--- config.mk ---
export PLATFORM = sky130hd
export DESIGN_NAME = bit_scatter_64_flat
export DESIGN_NICKNAME = d
export VERILOG_FILES = /design/src/rtl/bit_scatter_pkg.sv /design/src/rtl/bit_scatter_64_if.sv /design/src/rtl/demux_64_1_bit.sv /design/src/rtl/bit_scatter_64.sv /design/src/flat_wrapper.sv
export SDC_FILE = /design/constraint.sdc
export NUM_CORES = 1
export LEC_CHECK = 0
export ABC_AREA = 1
export BUFFER_PORTS_ARGS = -buffer_cell sky130_fd_sc_hd__buf_2
export CAP_MARGIN = 15
export CORE_ASPECT_RATIO = 1.75
export CORE_MARGIN = 8
export CORE_UTILIZATION = 35
export CTS_CLUSTER_DIAMETER = 120
export DETAILED_ROUTE_END_ITERATION = 16
export GPL_ROUTABILITY_DRIVEN = 0
export PLACE_DENSITY = 0.55
export SLEW_MARGIN = 20
export SYNTH_ARGS = -nofsm -noshare
export SYNTH_HDL_FRONTEND = slang
export SYNTH_HIERARCHICAL = 1
export SYNTH_SLANG_ARGS = --single-unit
--- constraint.sdc ---
create_clock -name clock -period 2.7 [get_ports clock]
set_input_delay 0.405 -clock clock [delete_from_list [all_inputs] [get_ports clock]]
set_output_delay 0.405 -clock clock [all_outputs]
set_load 0.01 [all_outputs]
--- src/rtl/bit_scatter_pkg.sv ---
// Shared widths and FSM encoding for the 64-position bit scatter path.
// Optional feature macro used by importers: BIT_SCATTER_DUP_DETECT_EN.
package bit_scatter_pkg;

    localparam int unsigned SEL_W  = 6;
    localparam int unsigned N_BITS = 64;
    localparam int unsigned CNT_W  = SEL_W + 1;

    typedef enum logic {
        FILL = 1'b0,
        HOLD = 1'b1
    } state_t;

endpackage

--- src/rtl/bit_scatter_64_if.sv ---
// Handshake bundle for bit_scatter_64.
//   write side : in_valid, in_ready, in_select, in_bit, flush
//   word side  : out_valid, out_ready, out_word, out_mask, out_count
//   dup_err    : only present with BIT_SCATTER_DUP_DETECT_EN defined
// master = producer/consumer side, slave = scatter block.
interface bit_scatter_64_if;
    import bit_scatter_pkg::*;

    logic              in_valid;
    logic              in_ready;
    logic [SEL_W-1:0]  in_select;
    logic              in_bit;
    logic              flush;
    logic              out_valid;
    logic              out_ready;
    logic [N_BITS-1:0] out_word;
    logic [N_BITS-1:0] out_mask;
    logic [CNT_W-1:0]  out_count;
`ifdef BIT_SCATTER_DUP_DETECT_EN
    logic              dup_err;
`endif

    modport master (
        output in_valid, in_select, in_bit, flush, out_ready,
        input  in_ready, out_valid, out_word, out_mask, out_count
`ifdef BIT_SCATTER_DUP_DETECT_EN
        , input dup_err
`endif
    );

    modport slave (
        input  in_valid, in_select, in_bit, flush, out_ready,
        output in_ready, out_valid, out_word, out_mask, out_count
`ifdef BIT_SCATTER_DUP_DETECT_EN
        , output dup_err
`endif
    );

endinterface

--- src/rtl/demux_64_1_bit.sv ---
// Combinational 6-to-64 one-hot decoder with enable.
//   en     : decode enable (write accept)
//   sel    : position to select
//   onehot : per-position write enables, all zero when en=0
module demux_64_1_bit
    import bit_scatter_pkg::*;
(
    input  logic              en,
    input  logic [SEL_W-1:0]  sel,
    output logic [N_BITS-1:0] onehot
);

    always_comb begin
        onehot = '0;
        if (en) begin
            onehot[sel] = 1'b1;
        end
    end

endmodule

--- src/rtl/bit_scatter_64.sv ---
// Assembles single-bit writes into a 64-bit word and releases it when every
// position is filled or on flush.
//   clock, reset_n : clock and synchronous active-low reset
//   bus (slave)    : write handshake in, assembled word handshake out
// Macro BIT_SCATTER_DUP_DETECT_EN: first write wins and dup_err flags repeats.
module bit_scatter_64
    import bit_scatter_pkg::*;
(
    input  logic         clock,
    input  logic         reset_n,
    bit_scatter_64_if.slave bus
);

    state_t            state_q;
    logic [N_BITS-1:0] word_q;
    logic [N_BITS-1:0] mask_q;
    logic [CNT_W-1:0]  count_q;

    logic              ready;
    logic              accept;
    logic              new_pos;
    logic [N_BITS-1:0] sel_hot;
    logic [N_BITS-1:0] we;
    logic [N_BITS-1:0] word_d;
    logic [N_BITS-1:0] mask_d;
    logic [CNT_W-1:0]  count_d;
    logic              full;
    logic              release_go;

    // Accepting only in FILL and never while reset is asserted.
    assign ready  = (state_q == FILL) & reset_n;
    assign accept = bus.in_valid & ready;

    demux_64_1_bit u_demux (
        .en     (accept),
        .sel    (bus.in_select),
        .onehot (sel_hot)
    );

`ifdef BIT_SCATTER_DUP_DETECT_EN
    logic dup_q;
    logic dup_hit;
    // Repeat writes are dropped so the first value sticks.
    assign we      = sel_hot & ~mask_q;
    assign dup_hit = accept & mask_q[bus.in_select];
    assign bus.dup_err = dup_q;
`else
    assign we = sel_hot;
`endif

    // Next word/mask/count including this cycle's accept.
    always_comb begin
        new_pos    = accept & ~mask_q[bus.in_select];
        word_d     = (word_q & ~we) | (we & {N_BITS{bus.in_bit}});
        mask_d     = mask_q | we;
        count_d    = count_q + CNT_W'(new_pos);
        full       = (count_d == CNT_W'(N_BITS));
        release_go = full | (bus.flush & (count_d != '0));
    end

    // FSM plus word/mask/count registers.
    always_ff @(posedge clock) begin
        if (!reset_n) begin
            state_q <= FILL;
            word_q  <= '0;
            mask_q  <= '0;
            count_q <= '0;
`ifdef BIT_SCATTER_DUP_DETECT_EN
            dup_q   <= 1'b0;
`endif
        end else begin
            case (state_q)
                FILL: begin
                    word_q  <= word_d;
                    mask_q  <= mask_d;
                    count_q <= count_d;
`ifdef BIT_SCATTER_DUP_DETECT_EN
                    dup_q   <= dup_q | dup_hit;
`endif
                    if (release_go) begin
                        state_q <= HOLD;
                    end
                end
                HOLD: begin
                    if (bus.out_ready) begin
                        state_q <= FILL;
                        word_q  <= '0;
                        mask_q  <= '0;
                        count_q <= '0;
`ifdef BIT_SCATTER_DUP_DETECT_EN
                        dup_q   <= 1'b0;
`endif
                    end
                end
                default: state_q <= FILL;
            endcase
        end
    end

    assign bus.in_ready  = ready;
    assign bus.out_valid = (state_q == HOLD);
    assign bus.out_word  = word_q;
    assign bus.out_mask  = mask_q;
    assign bus.out_count = count_q;

endmodule

--- src/flat_wrapper.sv ---
// flat-port wrapper written by rule: the top's interface ports become plain ports
module bit_scatter_64_flat import bit_scatter_pkg::*;
  (clock, reset_n, bus_in_valid, bus_in_select, bus_in_bit, bus_flush, bus_out_ready, bus_in_ready, bus_out_valid, bus_out_word, bus_out_mask, bus_out_count);
  bit_scatter_64_if bus_i ();
  input  logic clock;
  input  logic reset_n;
  input wire logic [$bits(bus_i.in_valid)-1:0] bus_in_valid;
  input wire logic [$bits(bus_i.in_select)-1:0] bus_in_select;
  input wire logic [$bits(bus_i.in_bit)-1:0] bus_in_bit;
  input wire logic [$bits(bus_i.flush)-1:0] bus_flush;
  input wire logic [$bits(bus_i.out_ready)-1:0] bus_out_ready;
  output wire logic [$bits(bus_i.in_ready)-1:0] bus_in_ready;
  output wire logic [$bits(bus_i.out_valid)-1:0] bus_out_valid;
  output wire logic [$bits(bus_i.out_word)-1:0] bus_out_word;
  output wire logic [$bits(bus_i.out_mask)-1:0] bus_out_mask;
  output wire logic [$bits(bus_i.out_count)-1:0] bus_out_count;
  assign bus_i.in_valid = bus_in_valid;
  assign bus_i.in_select = bus_in_select;
  assign bus_i.in_bit = bus_in_bit;
  assign bus_i.flush = bus_flush;
  assign bus_i.out_ready = bus_out_ready;
  assign bus_in_ready = bus_i.in_ready;
  assign bus_out_valid = bus_i.out_valid;
  assign bus_out_word = bus_i.out_word;
  assign bus_out_mask = bus_i.out_mask;
  assign bus_out_count = bus_i.out_count;
  bit_scatter_64 u_core (.clock(clock), .reset_n(reset_n), .bus(bus_i));
endmodule
==> out/qor.csv, run 1 <==
stage,metric,value,unit
clocking,CTS Hold Buffers Added,0,
global_routing,total track usage,20.5,%
run_status,status,"finished, final reports clean",
power,total power,5240,µW
timing,final setup fails,0,
clocking,CTS tree,built,
global_routing,largest net degree at the start of global routing,125,
synth,syn nets,856,
clocking,CTS sink count,136,
timing,measured slew at the worst slew-check pin,0.957,ns
global_routing,initial antenna violation count,1,
detailed_routing,antenna-violating nets left,0,
detailed_routing,Residual DRC,0,
timing,"Hold Vio Cnt, Final",0,
timing,Fmax achieved,405,MHz
floorplan,row count,65,
timing,RSZ-0062 raised after global routing,no,
synth,Synth Warn #,6,
setup_path,CP max FO,3,
clocking,H-tree depth,4,
global_routing,grt total ovfl,0,
placed_design,dpl cell area,7310,µm²
clocking,clock root cell,clkbuf_16,
synth,Post-Synthesis Cell Area,6270,µm²
setup_path,Worst Path Required,2.97,ns
flow_run,Max Cap Violations,0,
synth,Post-synth EDFFs,0,
detailed_routing,DRT Pass-1 Iters,5,
clocking,Num CTS Buffers,17,
timing,max_slew headroom,36.2,%
placed_design,pre-CTS setup slack,-0.226,ns
setup_path,r2r setup slk,0.23,ns
synth,post-synthesis sequential area ratio,43.4,%
synth,commonest cells in the netlist,"224 x nand2_1, 136 x dfxtp_1, 76 x nand3_1",
finish,layout cells sized above 1,26.1,%
synth,Synth top area share,43.4,%
clocking,post-CTS setup buffer count,0,
timing,Worst Skew,0.0110,ns
placed_design,PortBufs,148,
detailed_routing,Post-Route WL,22.8,mm
global_routing,first-pass GRT wire length,34.9,mm
floorplan,Chip Width,117,µm
finish,Finished Cell Area,7980,µm²
clocking,clock insertion delay at the later pin of the skew report,0.43,ns
power,Leak,0.00372,µW
timing,Hold Worst Slack,0.265,ns
synth,Post-synth ARST share,0,%
synth,most area-consuming cells after synthesis,"dfxtp_1 43%, nand2_1 13%, nand3_1 6.1%, o21ai_0 6.0%, a32o_1 5.7%",
timing,min cycle time layout,2.47,ns
synth,"count leader, synth",nand2_1,
worst_hold_path,HP Class,in2reg,
clocking,clock buffer depth,2,
synth,dominant synthesized flop cell,dfxtp_1,
floorplan,die height,193,µm
timing,Final WS setup,0.232,ns
synth,largest area contributor in the synthesized netlist,dfxtp_1,
placed_design,DP HPWL,16.2,mm
synth,Synth Area per Inst,7.45,µm²
detailed_routing,Iteration-0 DRC Markers,379,
floorplan,initial core utilization,35.2,%
detailed_routing,drt wl/cell,18.4,µm
setup_path,startpoint types,register,
floorplan,Die ar.,22600,µm²
timing,part of the cycle the worst path needs,91.4,%
finish,Area Growth Syn to Fin,27.2,%
setup_path,CP Data Arrival Time,2.74,ns
detailed_routing,via-per-instance ratio,5.15,
finish,Layout Cells excl Fill,1236,
power,P per Cell Area,657,nW/µm²
synth,Synth Register Bits,136,
clocking,clk slew on worst S/H paths,0.06,ns
finish,Fill cells,1904,
detailed_routing,routed vias,6364,
global_routing,vias in the first global route,6130,
placed_design,Placed Cells,1204,
power,VDD IR max,0.325,mV
setup_path,Crit. End Element,register,
floorplan,IO Count,149,
finish,# nets final,1003,
synth,Synth cell types,32,
setup_path,Setup CP Type,reg2reg,
synth,Cells after Synth,842,
floorplan,core region area,17800,µm²
timing,Slew Limit Fails,0,
==> placed cells by master (no fill, tap or decap) <==
cell / netlist / routed
nand2_1: 224 / 224
buf_2: 18 / 148
dfxtp_1: 136 / 136
nand3_1: 76 / 76
o21ai_0: 75 / 75
nor2_1: 75 / 72
o21ai_1: 41 / 41
a32o_1: 36 / 36
inv_1: 31 / 31
o21ai_2: 30 / 30
buf_4: 6 / 30
a21oi_1: 29 / 29
clkbuf_16: 0 / 17
nand4_1: 10 / 10
bufinv_16: 0 / 5
buf_12: 0 / 5
inv_2: 5 / 5
nor2_2: 2 / 4
clkbuf_8: 0 / 3
clkinv_4: 0 / 2
clkinv_2: 0 / 2
nor2_4: 1 / 2
xor2_1: 2 / 2
or2_2: 2 / 2
xnor2_1: 2 / 2
ha_1: 2 / 2
diode_2: 0 / 1
inv_6: 0 / 1
clkinvlp_4: 0 / 1
inv_4: 1 / 1
nor2_8: 1 / 1
o211ai_1: 1 / 1
nand2_4: 1 / 1
o22ai_1: 1 / 1
a31oi_1: 1 / 1
a21boi_1: 0 / 1
nand4_2: 1 / 1
==> power by group <==
group | internal, µW | total (µW) | switching [µW]
logic | 174 | 557 | 384
clock network | 1710 | 2640 | 931
registers | 2020 | 2040 | 19.2
total | 3910 | 5240 | 1330
==> per-stage QoR <==
step / util (%) / TNS (ns)
3_5_place_dp: 41.0 / -0.365
6_report: 44.8 / 0
2_1_floorplan: - / 0
4_1_cts: 44.7 / 0
5_1_grt: 44.8 / 0
3_3_place_gp: 41.0 / -0.339
==> sequential cells by signal (all words and copies together), names as in the netlist <==
signal,cells
u_core/bus.out_count,7
u_core/bus.out_mask,64
u_core/bus.out_valid,1
u_core/bus.out_word,64
==> metal layers <==
metal  vias up  share of wire [%]  GRT usage, %
li1       3159                  -             -
met1      2973                 41          23.8
met2       192                 51          35.2
met3        40                5.1          3.37
met4         0                3.3          10.3
met5         -                  0             0
==> worst max-delay path, stage by stage (launching register included) <==
cell and delay [ns]:
dfxtp_1 0.34, a21oi_1 0.13, o21ai_0 0.11, nand3_1 0.08
nand2_1 0.06, nand2_1 0.05, nand2_1 0.04, nor2_1 0.15
nor2_1 0.08, nor2_2 0.14, ha_1 0.20, ha_1 0.19
inv_1 0.06, nor2_2 0.17, xor2_1 0.21, nand3_1 0.10
a21boi_1 0.13, o21ai_1 0.07
==> logic make-up after synthesis <==
kind of cell	synth area share, %
adder cells (fa/ha/maj)	0.399
AO/OA/AOI/OAI	21.9
AND/OR/NAND/NOR	26.2
buffers and inverters	7.48
XOR/XNOR	0.559
flip-flops	43.4
==> final timing paths <==
| path | to | start | cells past startpoint |
|---|---|---|---|
| max | u_core/bus.out_valid | u_core/bus.out_mask[5] | 17 |
| min reg2reg | u_core/bus.out_word[63] | u_core/bus.out_word[63] | 2 |
| max reg2reg | u_core/bus.out_valid | u_core/bus.out_mask[5] | 17 |
| min | u_core/bus.out_valid | bus_flush | 3 |
==> cell type report <==
cell class                 count  area, µm²  share of cell area (%)
antenna                        1       2.50                  0.0314
clock inverter                11        194                    2.43
timing repair buffer         183       1070                    13.4
inverter                      37        141                    1.77
multi-input combinational    614       3090                    38.8
clock buffer                  20        467                    5.85
sequential                   136       2720                    34.1
tap                          234        293                    3.67
==> what timing repair did <==
action | CTS | global route
endpoints found under the hold margin | 0 | 0
setup endpoints to repair | 0 | 1
resized for setup | 0 | 4
No activity file was read; power rests on OpenSTA's default activity.
==> inputs of run 2 (changes only) <==
- CORE_UTILIZATION: 35 -> 50
- PLACE_DENSITY: 0.55 -> 0.72
- TNS_END_PERCENT: not set -> 100
- clock period: 2.7 -> 2.9 ns (I/O delays scaled with it)
==> run 2 against run 1 <==
Net effect: highest routed layer unchanged; combinational power down 11%; sequential cell count unchanged; via count up 2.7%.
==> out/qor.csv, run 2 (synthesis gave the netlist of run 1 again) <==
stage,metric,value,unit
run_status,status,"finished, final reports clean",
detailed_routing,antenna-violating nets left,0,
floorplan,Die ar.,16500,µm²
detailed_routing,met1 wire length,8.18,mm
placed_design,DP HPWL,14.6,mm
detailed_routing,Residual DRC,0,
floorplan,core region area,12400,µm²
power,P per Cell Area,582,nW/µm²
clocking,cts repair resizes,0,
global_routing,vias in the first global route,6214,
timing,max_slew headroom,37.3,%
detailed_routing,WL met3,1.43,mm
finish,Area Growth Syn to Fin,22.0,%
floorplan,die height,164,µm
clocking,CTS Hold Buffers Added,0,
placed_design,Placed Cells,1122,
setup_path,Crit. End Element,register,
finish,# nets final,987,
clocking,post-CTS setup buffer count,0,
setup_path,r2r setup slk,0.36,ns
worst_hold_path,HP Class,in2reg,
detailed_routing,Met2 Wirelength,10.6,mm
detailed_routing,drt wl/cell,18.4,µm
floorplan,IO Count,149,
setup_path,Worst Path Required,3.16,ns
global_routing,grt total ovfl,0,
timing,Worst Skew,0.00995,ns
placed_design,PortBufs,148,
setup_path,CP max FO,28,
finish,most frequent cells in the layout,"224 x nand2_1, 148 x buf_2, 136 x dfxtp_1",
finish,diode count,0,
global_routing,largest net degree at the start of global routing,91,
global_routing,first-pass GRT wire length,32.6,mm
floorplan,Chip Width,101,µm
clocking,clock insertion delay at the later pin of the skew report,0.41,ns
timing,"Hold Vio Cnt, Final",0,
clocking,H-tree depth,4,
setup_path,startpoint types,primary input,
timing,Final WS setup,0.316,ns
power,Leak,0.00359,µW
finish,layout cells sized above 1,24.3,%
timing,Hold Worst Slack,0.301,ns
detailed_routing,Post-Route WL,21.2,mm
flow_run,Max Cap Violations,0,
clocking,clock buffer depth,2,
global_routing,total track usage,25.2,%
timing,final setup fails,0,
detailed_routing,Iteration-0 DRC Markers,568,
timing,Slew Limit Fails,0,
timing,part of the cycle the worst path needs,89.1,%
finish,"most common cell after layout, fill and taps aside",nand2_1,
power,VDD IR max,0.426,mV
setup_path,CP Data Arrival Time,2.84,ns
timing,RSZ-0062 raised after global routing,no,
detailed_routing,highest metal used,met4,
clocking,CTS tree,built,
placed_design,pre-CTS setup slack,-0.0864,ns
detailed_routing,routed vias,6534,
clocking,Num CTS Buffers,17,
global_routing,initial antenna violation count,0,
floorplan,row count,54,
clocking,CTS sink count,136,
timing,min cycle time layout,2.58,ns
clocking,clock root cell,clkbuf_16,
timing,measured slew at the worst slew-check pin,0.941,ns
setup_path,Setup CP Type,in2reg,
detailed_routing,DRT Pass-1 Iters,6,
clocking,clk slew on worst S/H paths,0.06,ns
finish,Layout Cells excl Fill,1153,
floorplan,initial core utilization,50.7,%
detailed_routing,via-per-instance ratio,5.67,
timing,Fmax achieved,387,MHz
## run 2: changes by cell type in the layout (fill, tap and decap cells not counted), moves of 3 or more
cell and delta:
nor2_2 -3, buf_4 -15, clkbuf_1 +3, bufinv_16 -4, nor2_1 +3
## run 2: where the power goes
group          internal (µW)  total [µW]  switching, µW
Sequential              1880        1900           18.4
Clock                   1260        2060            792
Combinational            146         497            352
## run 2: final timing paths
check	depth (start not counted)	end	from
worst max-delay path	19	u_core/bus.out_valid	bus_in_select[0]
worst min-delay path	3	u_core/bus.out_valid	bus_flush
worst max register to register	17	u_core/bus.out_valid	u_core/bus.out_mask[1]
worst min register to register	2	u_core/bus.out_word[6]	u_core/bus.out_word[6]
## run 2: layout make-up
| class | instances | area (µm²) |
|---|---|---|
| fillers | 1189 | 4710 |
| multi-input cells | 614 | 3090 |
| flip-flops and latches | 136 | 2720 |
| repair buffers | 167 | 933 |
| clock buffers | 24 | 492 |
| well taps | 168 | 210 |
| inverters | 37 | 141 |
| clock inverters | 7 | 68.8 |
## run 2: metrics by stage
step                instance area [µm²]  total power, µW  setup TNS, ns  utilization [%]
detailed placement                 7090             2430        -0.0864             57.4
finish                             7650             4450              0             61.9
CTS                                7650             4480              0             61.9
global route                       7650             4600              0             61.9
global placement                   7090             2430        -0.0134             57.4
floorplan                          6270             2300              0                -
## run 2: layer usage
| layer | GRT usage (%) | vias to the layer above |
|---|---|---|
| li1 | - | 3127 |
| met1 | 27.9 | 3055 |
| met2 | 43.1 | 288 |
| met3 | 4.92 | 64 |
| met4 | 15.4 | 0 |
| met5 | 0 | - |
## run 2: worst max-delay path, cell delays in order
cell	delay (ns)
buf_2	0.15
buf_12	0.17
a21oi_1	0.13
o21ai_0	0.10
nand3_1	0.07
nand2_1	0.06
nand2_1	0.06
nand2_1	0.05
nor2_1	0.15
nor2_1	0.07
nor2_1	0.16
ha_1	0.20
ha_1	0.19
inv_1	0.05
nor2_1	0.21
xor2_1	0.23
nand3_1	0.10
a21boi_0	0.16
o21ai_1	0.08
==> inputs of run 3 (changes only) <==
- PLACE_DENSITY: 0.72 -> not set
- PLACE_DENSITY_LB_ADDON: not set -> 0.12
==> run 3 against run 2 <==
Net effect: first-iteration DRC count is 1.4% lower; final cell count is 0.52% higher; non-clock buffer count is 5 higher; utilization is 0.12 points higher; count of clock-buffer cells in the layout is 5 lower; cell area is 0.20% higher; sequential power hardly changed; routed wire length is 1.2% lower; die area stayed put; sequential share of layout area is 0.070 points lower; global-route usage is 0.38 points higher; register-to-register slack worse by 0.03 ns; critical endpoint unchanged; largest cell class unchanged; highest routed layer unchanged.
==> out/qor.csv, run 3 (synthesis gave the netlist of run 1 again) <==
stage,metric,value,unit
finish,Fill cells,1206,
setup_path,"Slowest-stage cell, CP",dfxtp_1,
power,VDD IR max,0.409,mV
detailed_routing,antenna-violating nets left,0,
placed_design,PortBufs,148,
setup_path,cell mode on critical path,nor2_1,
finish,multi-input logic area,3090,µm²
timing,Worst Skew,0.00514,ns
setup_path,Top Family by Delay on Critical Path,simple AND/OR/NAND/NOR gates,
floorplan,Die ar.,16500,µm²
finish,Sequential Area,2720,µm²
floorplan,die height,164,µm
clocking,clock buffer depth,2,
clocking,cts repair resizes,0,
floorplan,IO Count,149,
setup_path,startpoint types,register,
setup_path,CP max FO,3,
timing,RSZ-0062 raised after global routing,no,
power,P per Cell Area,579,nW/µm²
timing,Fmax achieved,388,MHz
global_routing,first-pass GRT wire length,32.9,mm
global_routing,vias in the first global route,6112,
setup_path,Worst Path Required,3.16,ns
global_routing,grt total ovfl,0,
global_routing,initial antenna violation count,0,
finish,# nets final,992,
timing,measured slew at the worst slew-check pin,1.08,ns
timing,Slew Limit Fails,0,
detailed_routing,Post-Route WL,20.9,mm
setup_path,"Largest stage delay, worst path",0.32,ns
setup_path,Crit. End Element,register,
floorplan,row count,54,
timing,final setup fails,0,
finish,Final Util,62.0,%
timing,min cycle time layout,2.57,ns
clocking,H-tree depth,4,
detailed_routing,Iteration-0 DRC Markers,560,
timing,part of the cycle the worst path needs,88.8,%
floorplan,Chip Width,101,µm
clocking,clock insertion delay at the later pin of the skew report,0.41,ns
finish,"most common cell after layout, fill and taps aside",nand2_1,
finish,most frequent cells in the layout,"224 x nand2_1, 148 x buf_2, 136 x dfxtp_1",
detailed_routing,Residual DRC,0,
global_routing,total track usage,25.6,%
clocking,CTS tree,built,
detailed_routing,DRT Pass-1 Iters,8,
clocking,clk slew on worst S/H paths,0.06,ns
timing,Final WS setup,0.326,ns
finish,diode count,0,
setup_path,Setup CP Type,reg2reg,
clocking,post-CTS setup buffer count,0,
clocking,CTS sink count,136,
timing,max_slew headroom,27.7,%
flow_run,Max Cap Violations,0,
clocking,CTS Hold Buffers Added,0,
timing,setup TNS,0,ns
setup_path,worst-path cell chain,inv_1 -> a21oi_1 -> o21ai_0 -> buf_4 -> nand3_1 -> nand2_1 -> nor2_1 -> nor2_1 -> nor2_1 -> nor2_1 -> ha_1 -> ha_1 -> inv_1 -> nor2_1 -> xor2_1 -> nand3_1 -> a21boi_0 -> o21ai_1,
worst_hold_path,HP Class,in2reg,
detailed_routing,drt wl/cell,18.0,µm
floorplan,initial core utilization,50.7,%
setup_path,CP Data Arrival Time,2.84,ns
detailed_routing,via-per-instance ratio,5.54,
detailed_routing,routed vias,6424,
run_status,status,"finished, final reports clean",
floorplan,core region area,12400,µm²
placed_design,pre-CTS setup slack,0.0175,ns
finish,layout cells sized above 1,24.9,%
global_routing,largest net degree at the start of global routing,125,
clocking,Num CTS Buffers,17,
placed_design,DP HPWL,14.7,mm
setup_path,Crit path buffers/inverters,3,
timing,"Hold Vio Cnt, Final",0,
power,Leak,0.00360,µW
clocking,clock root cell,clkbuf_16,
finish,Area Growth Syn to Fin,22.3,%
==> run 3: changes by cell type in the layout (fill, tap and decap cells not counted), sizes merged <==
| cell | before | now |
|---|---|---|
| buf | 167 | 172 |
| clkbuf | 24 | 19 |
| inv | 37 | 40 |
| clkinv | 4 | 6 |
| clkinvlp | 2 | 3 |
==> run 3: tightest hold or removal path, cell delays in order <==
cell     delay, ns
buf_2         0.08
a31oi_1       0.03
o21ai_1       0.12
==> run 3: cell type report <==
type	count	share of cell area, %
Multi-Input combinational cell	614	40.2
Sequential cell	136	35.5
Timing Repair Buffer	172	12.3
Clock buffer	19	5.77
Tap cell	168	2.74
Inverter	37	1.84
Clock inverter	13	1.57
==> run 3: worst paths after layout <==
check	depth (start not counted)	endpoint	slack, ns	from
min	3	u_core/bus.out_valid	0.29	bus_flush
min reg2reg	2	u_core/bus.out_word[16]	0.46	u_core/bus.out_word[16]
max	18	u_core/bus.out_valid	0.33	u_core/bus.out_mask[13]
max reg2reg	18	u_core/bus.out_valid	0.33	u_core/bus.out_mask[13]
==> run 3: report_power, final <==
part / internal, µW / total [µW] / switching, µW / leakage, µW
registers: 1880 / 1900 / 17.9 / 0.00110
clock network: 1210 / 2050 / 840 / 0.000270
logic: 148 / 497 / 349 / 0.00223
==> run 3: through the flow <==
| step | std cells | area, µm² | hold WS [ns] | total power (µW) |
|---|---|---|---|---|
| after floorplan | 842 | 6270 | 0.477 | 2300 |
| after global placement | 1127 | 7110 | 0.442 | 2430 |
| after detailed placement | 1127 | 7110 | 0.445 | 2430 |
| after CTS | 1159 | 7670 | 0.264 | 4470 |
| after global routing | 1159 | 7670 | 0.269 | 4610 |
| final | 1159 | 7670 | 0.289 | 4440 |
==> run 3: routing by layer <==
metal	up-vias	routed length (µm)	GRT usage [%]
met3	60	1330	4.71
li1	3131	-	-
met2	249	10600	44.1
met5	-	0	0
met1	2984	8200	29.9
met4	0	755	11.1
